===== src/rtl/sensor_node_pkg.sv =====
// Shared types and helpers for the sensor node hub.
// State encoding, default timeout and the unsigned distance helper.
package sensor_node_pkg;

  typedef enum logic {
    ACTIVE = 1'b0,
    SLEEP  = 1'b1
  } state_e;

  localparam int DEFAULT_SLEEP_TIMEOUT = 1000;

  // Operands are zero-extended by the caller, so the result never wraps.
  function automatic logic [31:0] abs_diff(
    input logic [31:0] a,
    input logic [31:0] b
  );
    return (a >= b) ? (a - b) : (b - a);
  endfunction

endpackage


===== src/rtl/idle_sleep_timer.sv =====
// Idle counter and sleep flag for the sensor node hub.
// Counts quiet cycles in ACTIVE; activity or wake returns to ACTIVE.
module idle_sleep_timer
  import sensor_node_pkg::*;
#(
  parameter int SLEEP_TIMEOUT = DEFAULT_SLEEP_TIMEOUT,
  parameter int CNT_W         = 16
) (
  input  logic clk,
  input  logic reset,
  input  logic activity,
  input  logic wake,
  output logic sleep
);

  localparam logic [CNT_W-1:0] LAST = CNT_W'(SLEEP_TIMEOUT - 1);

  state_e           state_q;
  logic [CNT_W-1:0] cnt_q;
  logic             sleep_q;
  logic             busy;

  assign busy  = activity | wake;
  assign sleep = sleep_q;

  always_ff @(posedge clk or posedge reset) begin
    if (reset) begin
      state_q <= ACTIVE;
      cnt_q   <= '0;
      sleep_q <= 1'b0;
    end else begin
      unique case (state_q)
        ACTIVE: begin
          if (busy) begin
            cnt_q <= '0;
          end else if (cnt_q == LAST) begin
            state_q <= SLEEP;
            sleep_q <= 1'b1;
            cnt_q   <= '0;
          end else begin
            cnt_q <= cnt_q + 1'b1;
          end
        end
        SLEEP: begin
          if (busy) begin
            state_q <= ACTIVE;
            sleep_q <= 1'b0;
            cnt_q   <= '0;
          end
        end
        default: begin
          state_q <= ACTIVE;
          sleep_q <= 1'b0;
          cnt_q   <= '0;
        end
      endcase
    end
  end

endmodule


===== src/rtl/sensor_node_hub.sv =====
// Report-on-change multi-channel sensor front end.
// One-entry output register, per-channel history, idle sleep control.
module sensor_node_hub
  import sensor_node_pkg::*;
#(
  parameter int DATA_WIDTH    = 8,
  parameter int NUM_CH        = 4,
  parameter int CH_W          = (NUM_CH > 1) ? $clog2(NUM_CH) : 1,
  parameter int SLEEP_TIMEOUT = DEFAULT_SLEEP_TIMEOUT,
  parameter int CNT_W         = 16
) (
  input  logic                  clk,
  input  logic                  reset,
  input  logic                  sample_valid,
  input  logic [CH_W-1:0]       sample_ch,
  input  logic [DATA_WIDTH-1:0] sample_data,
  input  logic [DATA_WIDTH-1:0] threshold,
  input  logic                  force_wake,
  output logic                  tx_valid,
  input  logic                  tx_ready,
  output logic [CH_W-1:0]       tx_ch,
  output logic [DATA_WIDTH-1:0] tx_data,
  output logic                  sleep,
  output logic [CNT_W-1:0]      drop_count
);

  localparam int          DEPTH    = 2 ** CH_W;
  localparam logic [31:0] NUM_CH_U = NUM_CH;

  logic [DATA_WIDTH-1:0] last_q [DEPTH];

  logic                  tx_valid_q, tx_valid_d;
  logic [CH_W-1:0]       tx_ch_q, tx_ch_d;
  logic [DATA_WIDTH-1:0] tx_data_q, tx_data_d;
  logic [CNT_W-1:0]      drop_q, drop_d;

  logic        ch_ok;
  logic [31:0] diff;
  logic        reportable;
  logic        reg_free;
  logic        accept;
  logic        dropped;

  assign ch_ok = 32'(sample_ch) < NUM_CH_U;
  assign diff  = abs_diff(32'(sample_data), 32'(last_q[sample_ch]));

  assign reportable = sample_valid & ch_ok & (diff >= 32'(threshold));
  assign reg_free   = ~tx_valid_q | tx_ready;
  assign accept     = reportable & reg_free;
  assign dropped    = reportable & ~reg_free;

  always_comb begin
    tx_valid_d = tx_valid_q;
    tx_ch_d    = tx_ch_q;
    tx_data_d  = tx_data_q;
    drop_d     = drop_q;
    if (accept) begin
      tx_valid_d = 1'b1;
      tx_ch_d    = sample_ch;
      tx_data_d  = sample_data;
    end else if (tx_ready) begin
      tx_valid_d = 1'b0;
    end
    if (dropped && (drop_q != {CNT_W{1'b1}})) begin
      drop_d = drop_q + 1'b1;
    end
  end

  always_ff @(posedge clk or posedge reset) begin
    if (reset) begin
      tx_valid_q <= 1'b0;
      tx_ch_q    <= '0;
      tx_data_q  <= '0;
      drop_q     <= '0;
      for (int i = 0; i < DEPTH; i++) begin
        last_q[i] <= '0;
      end
    end else begin
      tx_valid_q <= tx_valid_d;
      tx_ch_q    <= tx_ch_d;
      tx_data_q  <= tx_data_d;
      drop_q     <= drop_d;
      if (accept) begin
        last_q[sample_ch] <= sample_data;
      end
    end
  end

  // A pending word counts as activity so sleep never strands it.
  idle_sleep_timer #(
    .SLEEP_TIMEOUT(SLEEP_TIMEOUT),
    .CNT_W        (CNT_W)
  ) u_timer (
    .clk     (clk),
    .reset   (reset),
    .activity(reportable | tx_valid_q),
    .wake    (force_wake),
    .sleep   (sleep)
  );

  assign tx_valid   = tx_valid_q;
  assign tx_ch      = tx_ch_q;
  assign tx_data    = tx_data_q;
  assign drop_count = drop_q;

endmodule


===== config.mk =====
export PLATFORM = sky130hd
export DESIGN_NAME = sensor_node_hub
export DESIGN_NICKNAME = d
export VERILOG_FILES = /design/src/rtl/sensor_node_pkg.sv /design/src/rtl/idle_sleep_timer.sv /design/src/rtl/sensor_node_hub.sv
export SDC_FILE = /design/constraint.sdc
export NUM_CORES = 1
export LEC_CHECK = 0
export ABC_AREA = 1
export ABC_CLOCK_PERIOD_IN_PS = 6400
export CAP_MARGIN = 20
export CORE_ASPECT_RATIO = 0.7
export CORE_MARGIN = 2
export CORE_UTILIZATION = 58
export DETAILED_ROUTE_END_ITERATION = 10
export GPL_ROUTABILITY_DRIVEN = 0
export GPL_TIMING_DRIVEN = 1
export HOLD_SLACK_MARGIN = 0.02
export PLACE_DENSITY = 0.85
export SETUP_SLACK_MARGIN = 0.4
export SLEW_MARGIN = 20
export SYNTH_ARGS = -nofsm -noshare
export SYNTH_HDL_FRONTEND = slang
export SYNTH_SLANG_ARGS = --single-unit
export TNS_END_PERCENT = 10

===== constraint.sdc =====
create_clock -name clk -period 6.4 [get_ports clk]
set_clock_uncertainty 0.05 [all_clocks]
set_input_delay 1.28 -clock clk [delete_from_list [all_inputs] [get_ports clk]]
set_output_delay 1.28 -clock clk [all_outputs]
set_load 0.005 [all_outputs]

# Yosys cells after proc, flatten, opt, wreduce, memory -nomap -nowiden
# Index checks and enable logic that the tools add are counted.
[totals] ff_bits=77 word_cells=59
[classes] n_eq_ne=5 n_mux=21 magnitude_cmp=4 addsub=4 n_reduce_logical=4 bitwise_logic=10
[op_table] cell="$mux W16" count=3
[op_table] cell="$add A16 B1 Y16 const B" count=2
[op_table] cell="$bwmux W32" count=1
[op_table] cell="$ge A32 B8 Y1" count=1
[op_table] cell="$mux W32" count=1
[op_table] cell="$pmux W16 S2" count=1
[op_table] cell="$mux W8" count=3
[op_table] cell="$sub A8 B8 Y9" count=2
[op_table] cell="$bmux W8 S2" count=1
[op_table] cell="$demux W8 S2" count=1
[op_table] cell="$eq A16 B10 Y1 const B" count=1
[op_table] cell="$ne A16 B16 Y1 const B" count=1
[op_table] cell="$ge A8 B8 Y1" count=1
[op_table] cell="$mux W1" count=8
[op_table] cell="$ne A2 B2 Y1 const B" count=2
[op_table] cell="$pmux W1 S2" count=2
[op_table] cell="$and A1 B1 Y1" count=3
[op_table] cell="$ge A3 B3 Y1 const B" count=1
[op_table] cell="$lt A3 B1 Y1 const B" count=1
[op_table] cell="$not A1 Y1" count=3
[op_table] cell="$not A2 Y3" count=1
[op_table] cell="$or A1 B1 Y1" count=3
[op_table] cell="$reduce_and A3 Y1" count=1
[op_table] cell="$logic_and A1 B1 Y1" count=2
[op_table] cell="2 further kinds" count=2

# Logic depth before layout (Yosys ltp)
# Gate-level depths: netlist of run 1.
[logic_depth] ltp_word=12 mapped_depth=34 depth_no_buf=30

# By module
# Synthesis of run 1 repeated with hierarchy kept, for this count alone.
[hier_totals] hier_cells=710 area_unflattened_um2=5336.4
[by_module_without_submodules] module="sensor_node_hub" cells_each=557 area_each_um2=4154.0 n_inst=1 seq_area_each_um2=1476.4
[by_module_without_submodules] module="idle_sleep_timer" cells_each=153 area_each_um2=1182.4 n_inst=1 seq_area_each_um2=450.4

# Worst setup path before layout of run 1
# No wires, ideal clock.
[synth_path] kind="input-to-reg" from="in sample_ch[0]" to="reg u_timer.cnt_q[9]" slack_ns=0.641 path_buffers=7 stages=34 arrival_ns=5.591 setup_ns=0.118 cell_sequence="clkbuf_1 > clkbuf_1 > a21oi_1 > a32oi_1 > ha_1 > buf_2 > nand2_1 > nand2_1 > nand2_1 > nand2_1 > nor2_2 > nand2_2 > buf_2 > inv_1 > nand3_1 > nand2_1 > nand2_1 > nand2_1 > inv_1 > ha_1 > a21oi_1 > o21ai_0 > a21oi_1 > nand4_4 > nand2_4 > nand2_1 > buf_2 > inv_1 > ha_1 > clkbuf_1 > nor2_2 > buf_2 > nand4_1 > nand2_1"
[synth_via] elab_chain_cells=12 word_cells_on_any_way=15 cone_classes="add/sub: 2; order compare: 2; eq/ne: 1; mux: 6; bitwise: 4"
[synth_rtl] element="start, declared" line="sensor_node_hub.sv:15" text="input logic [CH_W-1:0] sample_ch,"
[synth_rtl] element="$not A2 Y3 (implied by the code) (*)" line="sensor_node_hub.sv:45" text="assign diff = abs_diff(32'(sample_data), 32'(last_q[sample_ch]));"
[synth_rtl] element="$bmux W8 S2 (*)" line="sensor_node_hub.sv:45"
[synth_rtl] element="$mux W8 (implied by the code) (*) (2 in a row)" line="sensor_node_hub.sv:45"
[synth_rtl] element="$sub A8 B8 Y9 or $ge A8 B8 Y1 (tied branches)" line="sensor_node_pkg.sv:17" text="return (a >= b) ? (a - b) : (b - a);"
[synth_rtl] element="$mux W32 (*)" line="sensor_node_pkg.sv:17"
[synth_rtl] element="$ge A32 B8 Y1 (*)" line="sensor_node_hub.sv:47" text="assign reportable = sample_valid & ch_ok & (diff >= 32'(threshold));"
[synth_rtl] element="$and A1 B1 Y1 (*)" line="sensor_node_hub.sv:47"
[synth_rtl] element="$or A1 B1 Y1 (*)" line="sensor_node_hub.sv:96" text=".activity(reportable | tx_valid_q),"
[synth_rtl] element="$or A1 B1 Y1 (*)" line="idle_sleep_timer.sv:23" text="assign busy = activity | wake;"
[synth_rtl] element="$mux W16" line="idle_sleep_timer.sv:34" text="if (busy) begin"
[synth_rtl] element="$pmux W16 S2" line="idle_sleep_timer.sv:32" text="unique case (state_q)"
[synth_rtl] element="end signal, assigned" line="idle_sleep_timer.sv:41" text="cnt_q <= cnt_q + 1'b1;"
[synth_rtl] element="end, declared" line="idle_sleep_timer.sv:19" text="logic [CNT_W-1:0] cnt_q;"
# Mark *: on every way between the ends. The rest lies on a longest branch, timed or not. The select of a mux whose other input is x is not followed.
# A chain may end at the register's enable or synchronous reset.

# Final worst setup path of run 1
# Ends and elaborated chain as after synthesis.

==> impl_metrics.yaml, run 1 <==
status:
  status: "completed"
global_routing:
  grt_max_degree: 78
  track_usage: 0.279
  grt_pass1_vias: 4675
  grt_pass1_wl_um: 21900
  antenna_found_initial: 0
  overflow: 0
sta:
  final.setup.tns_ns: 0
  fin_crit_sh: 0.889
  relSlewSlack: 0.369
  rsz0062_at_grt: "false"
  fmax_mhz: 176
  finalCriticalPeriod_ns: 5.69
  final_hold_viol_count: 0
  report.final.slew_viol_count: 0
  worst_pin_slew_ns: 0.946
  setup_viol: 0
clock_tree:
  hold_buffers: 0
  h-tree-depth: 3
  cts_sinks: 77
  cts_tree: "built"
  insertion_delay_ns: 0.34
  root_buffer: "clkbuf_16"
  cts_buffers: 9
  clk_pin_slew_worst_paths_ns: 0.06
  cts_buffer_depth: 2
hold_path:
  holdPathStages: 2
  min_to: "tx_data[4]"
  worstHoldStart: "tx_data[4]"
  hold_path.class: "reg2reg"
critical_path:
  worst-path-buf-inv: 5
  max_stage_delay_ns: 0.55
  startpoint_type: "input pin"
  required_ns: 6.58
  cp_slowest_cell: "clkdlybuf4s50_1"
  crit_family: "simple AND/OR/NAND/NOR gates"
  reg2reg_slack_ns: 2.10
  reg2regPathDepth: 25
  path_max_fanout: 20
  r2r-start: "last_q[22]"
  startpoint: "sample_ch[0]"
  crit_top_cell: "nand2_1"
  arrival_ns: 5.87
  endpoint_kind: "flip-flop"
  path_class: "in2reg"
  r2r-end: "u_timer.cnt_q[9]"
placement:
  postPlaceCellArea_um2: 5780
  portBuffers: 50
  post-dp-hpwl_um: 8950
yosys:
  synth_top_area_cell: "dfrtp_1"
  ys_seq_elements: 77
  ys_top_cells_by_area: "dfrtp_1, nand2_1, ha_1"
  seq_area_frac_synth: 0.372
  synth_cell_type_count: 38
  syn_avg_cell_area_um2: 7.23
  netlist_area_um2: 5180
  synthArstFlopShare: 1.00
  ys.flop_type: "dfrtp_1"
  synth_fp_nets: 768
  synth_edf_count: 0
  ys_warn_count: 0
  synth_top_area_frac: 0.372
  synthCells: 716
route:
  post_drt_wl_per_cell_um: 14.4
  wirelength_met1_um: 5870
  wl_um: 12800
  met2_length_um: 5700
  vias: 4965
  dr.max_layer_used: "met4"
  wl_met3_um: 1070
  dr.pass1.iters: 5
  vias_per_cell: 5.57
  drtIter0Drc: 412
  drc_errors: 0
  drtAntennaViolNets: 0
floorplan:
  num_io_pins: 51
  die-area_um2: 9710
  rows: 28
  fp.dieH_um: 83.0
  initial_core_util: 0.606
  core_um2: 8550
  die_w_um: 117
layout:
  mostFrequentLayoutCell: "nand2_1"
  mostFrequentLayoutCells: "nand2_1, inv_1, dfrtp_1"
  final_util: 0.724
  diodes: 0
  fin_nets: 819
  final_layout_size_suffix_gt1_frac: 0.0752
  areaGrowthSynthToFinish_pct: 19.6
  final_area_um2: 6190
flow_run:
  cap_violations: 0
power:
  powerDensity_nw_per_um2: 380
  peakVddDrop_uv: 168
  leakage_nw: 3.16
==> worst max-delay path by stage <==
| stage | to | slack, ns | depth (start not counted) |
|---|---|---|---|
| detailed placement | u_timer.cnt_q[9] | 0.14 | 29 |
| floorplan | u_timer.cnt_q[9] | 0.64 | 34 |
| global route | u_timer.cnt_q[13] | 0.38 | 28 |
| global placement | u_timer.cnt_q[9] | 0.36 | 27 |
| CTS | u_timer.cnt_q[9] | 0.46 | 29 |
| finish | u_timer.cnt_q[9] | 0.71 | 27 |
==> final cells by class <==
class	count	area, um^2
multi-input combinational	525	2840
fill	682	2360
sequential	77	1930
timing repair buffer	61	602
inverter	92	353
clock buffer	11	243
tap	120	150
clock inverter	4	72.6
timing repair inverter	1	7.51
==> flip-flops by register name, indices dropped and copies added (netlist names) <==
| signal | flops |
|---|---|
| drop_count | 16 |
| last_q | 32 |
| tx_ch | 2 |
| tx_data | 8 |
| tx_valid | 1 |
| u_timer.cnt_q | 16 |
| u_timer.sleep | 1 |
| u_timer.state_q | 1 |
==> per-stage QoR <==
stage	power [mW]	setup slack, ns	cells	hold slack, ns
detailed placement	1.76	0.138	873	0.416
CTS	2.32	0.457	888	0.432
global route	2.54	0.382	891	0.453
global placement	1.72	0.360	873	0.414
floorplan	1.47	0.641	716	0.399
finish	2.35	0.712	891	0.429
==> routing by layer <==
metal | global-route usage | vias up
li1 | - | 2417
met1 | 0.407 | 2296
met2 | 0.419 | 230
met3 | 0.0708 | 22
met4 | 0.0588 | 0
met5 | 0 | -
==> tightest hold or removal path: stages, from the launching register on <==
cell	delay (ns)
dfrtp_1	0.34
nand2_1	0.05
nand2_1	0.05
==> where the power goes <==
group / total (mW) / leakage [nW] / internal, mW / switching (mW)
Combinational: 1.07 / 2.01 / 0.413 / 0.653
Sequential: 0.738 / 1.00 / 0.638 / 0.0997
Clock: 0.545 / 0.152 / 0.349 / 0.196
Total: 2.35 / 3.16 / 1.40 / 0.949
==> cells in the mapped netlist, types with 3 or more instances <==
master,n
nand2_2,6
buf_1,3
o21ai_1,8
xnor2_1,6
nor3_1,6
dfrtp_1,77
nor2_1,34
nand3_1,30
inv_1,87
clkbuf_1,9
o21ai_0,11
nand2_1,263
nor2_2,4
clkinv_1,3
ha_1,27
buf_2,7
xor2_1,23
nor4_1,5
a32oi_1,8
a21oi_1,24
nand4_1,52
==> timing repair <==
item / 4_1_cts / 5_1_grt
setup buffers: 0 / 2
endpoints found under the setup margin: 0 / 51
resized for setup: 0 / 14
==> cells by family (layout without fill, tap and decap cells) <==
| family | after synthesis | in the layout | synth area share |
|---|---|---|---|
| AO/OA/AOI/OAI | 57 | 57 | 0.0641 |
| XOR/XNOR | 29 | 29 | 0.0491 |
| adder cells (fa/ha/maj) | 29 | 29 | 0.0730 |
| buffers and inverters | 114 | 169 | 0.0880 |
| flip-flops | 77 | 77 | 0.372 |
| AND/OR/NAND/NOR | 410 | 410 | 0.354 |
Power figures use the tool's default switching activity.
==> run 2: changes to the inputs <==
- PLACE_DENSITY: 0.85 -> 0.81
==> impl_metrics.yaml, run 2 (synthesis results as in run 1) <==
status:
  status: "completed"
critical_path:
  endpoint_kind: "flip-flop"
  reg2reg_slack_ns: 2.04
  max_stage_delay_ns: 0.36
  cp_slowest_cell: "ha_2"
  path_class: "in2reg"
  crit_top_cell: "nand2_1"
  reg2regPathDepth: 27
  startpoint: "sample_ch[0]"
  r2r-start: "last_q[3]"
  startpoint_type: "input pin"
  r2r-end: "u_timer.cnt_q[14]"
  required_ns: 6.61
  arrival_ns: 5.67
  path_max_fanout: 20
sta:
  finalCriticalPeriod_ns: 5.46
  setup_viol: 0
  final_hold_viol_count: 0
  fmax_mhz: 183
  final.setup.tns_ns: 0
  report.final.slew_viol_count: 0
  rsz0062_at_grt: "false"
  relSlewSlack: 0.359
  worst_pin_slew_ns: 0.961
  fin_hold_ws_ns: 0.427
  fin_crit_sh: 0.853
  fin_ws_ns: 0.939
clock_tree:
  root_buffer: "clkbuf_16"
  cts_buffer_depth: 2
  hold_buffers: 0
  h-tree-depth: 3
  insertion_delay_ns: 0.34
  cts_sinks: 77
  clk_pin_slew_worst_paths_ns: 0.06
  cts_tree: "built"
  cts_buffers: 9
placement:
  placed_cells: 875
  postPlaceCellArea_um2: 5800
  portBuffers: 50
  pre_cts_slack_ns: 0.188
  post-dp-hpwl_um: 9180
layout:
  fin_nets: 824
  mostFrequentLayoutCell: "nand2_1"
  diodes: 0
  mostFrequentLayoutCells: "nand2_1, inv_1, dfrtp_1"
  fin_cells: 897
  final_util: 0.725
  final_layout_size_suffix_gt1_frac: 0.0772
  areaGrowthSynthToFinish_pct: 19.7
  final_area_um2: 6200
  largest_reg_flops: 32
  regMostFlops: "last_q"
route:
  post_drt_wl_per_cell_um: 15.0
  drtAntennaViolNets: 0
  wl_um: 13500
  vias: 5097
  drc_errors: 0
  drtIter0Drc: 585
  dr.pass1.iters: 5
  vias_per_cell: 5.68
flow_run:
  cap_violations: 0
floorplan:
  die_w_um: 117
  fp.dieH_um: 83.0
  core_um2: 8550
  die-area_um2: 9710
  num_io_pins: 51
  initial_core_util: 0.606
  rows: 28
global_routing:
  overflow: 0
  grt_max_degree: 78
  antenna_found_initial: 0
  track_usage: 0.287
  grt_pass1_wl_um: 22600
  grt_pass1_vias: 4774
hold_path:
  holdPathStages: 2
  min_to: "tx_data[5]"
  worstHoldStart: "tx_data[5]"
  hold_path.class: "reg2reg"
power:
  fin_total_pwr_mw: 2.32
  peakVddDrop_uv: 162
  leakage_nw: 3.18
  powerDensity_nw_per_um2: 375
==> run 2: changes by cell type in the layout (fill, tap and decap cells not counted), sizes merged <==
cell and change:
buf +5, bufinv -1, clkbuf +1, clkdlybuf4s50 -1, clkinv +2, clkinvlp -1
dlymetal6s2s +1
==> run 2: area by class of cell <==
type / instances / area (um^2)
clock buffers: 12 / 246
clock inverters: 4 / 47.5
fillers: 697 / 2350
inverters: 92 / 349
multi-input cells: 525 / 2840
flip-flops and latches: 77 / 1930
well taps: 120 / 150
repair buffers: 66 / 629
repair inverters: 1 / 7.51
==> run 2: critical path, delay by kind of cell <==
kind                       cells  cell delay, ns
and+or+nand+nor               18            2.09
adders and majority gates      3            0.87
AOI/OAI and AO/OA              2            0.41
buffers and inverters          7            1.02
==> run 2: where the power goes <==
part	total, mW	switching, mW	leakage, nW	internal [mW]
logic	1.07	0.658	2.04	0.414
registers	0.741	0.103	1.00	0.638
clock network	0.510	0.199	0.143	0.311
==> run 2: routing by layer <==
| layer | GRT usage | wire [um] | vias up | share of wire |
|---|---|---|---|---|
| met5 | 0 | 0 | - | 0 |
| met4 | 0.0738 | 255 | 0 | 0.019 |
| met3 | 0.0620 | 1130 | 42 | 0.084 |
| met2 | 0.435 | 6110 | 281 | 0.45 |
| met1 | 0.419 | 5950 | 2344 | 0.44 |
| li1 | - | - | 2430 | - |
==> run 2: timing repair <==
| item | CTS | global route |
|---|---|---|
| resized for setup | 0 | 14 |
| setup endpoints to repair | 0 | 57 |
| buffers inserted | 0 | 5 |
==> run 2: worst max path at each step <==
| stage | to | slack, ns | cells after the start |
|---|---|---|---|
| 2_1_floorplan | u_timer.cnt_q[9] | 0.64 | 34 |
| 5_1_grt | u_timer.cnt_q[14] | 0.53 | 30 |
| 3_5_place_dp | u_timer.cnt_q[14] | 0.19 | 30 |
| 3_3_place_gp | u_timer.cnt_q[14] | 0.41 | 31 |
| 6_report | u_timer.cnt_q[14] | 0.94 | 30 |
| 4_1_cts | u_timer.cnt_q[14] | 0.49 | 30 |
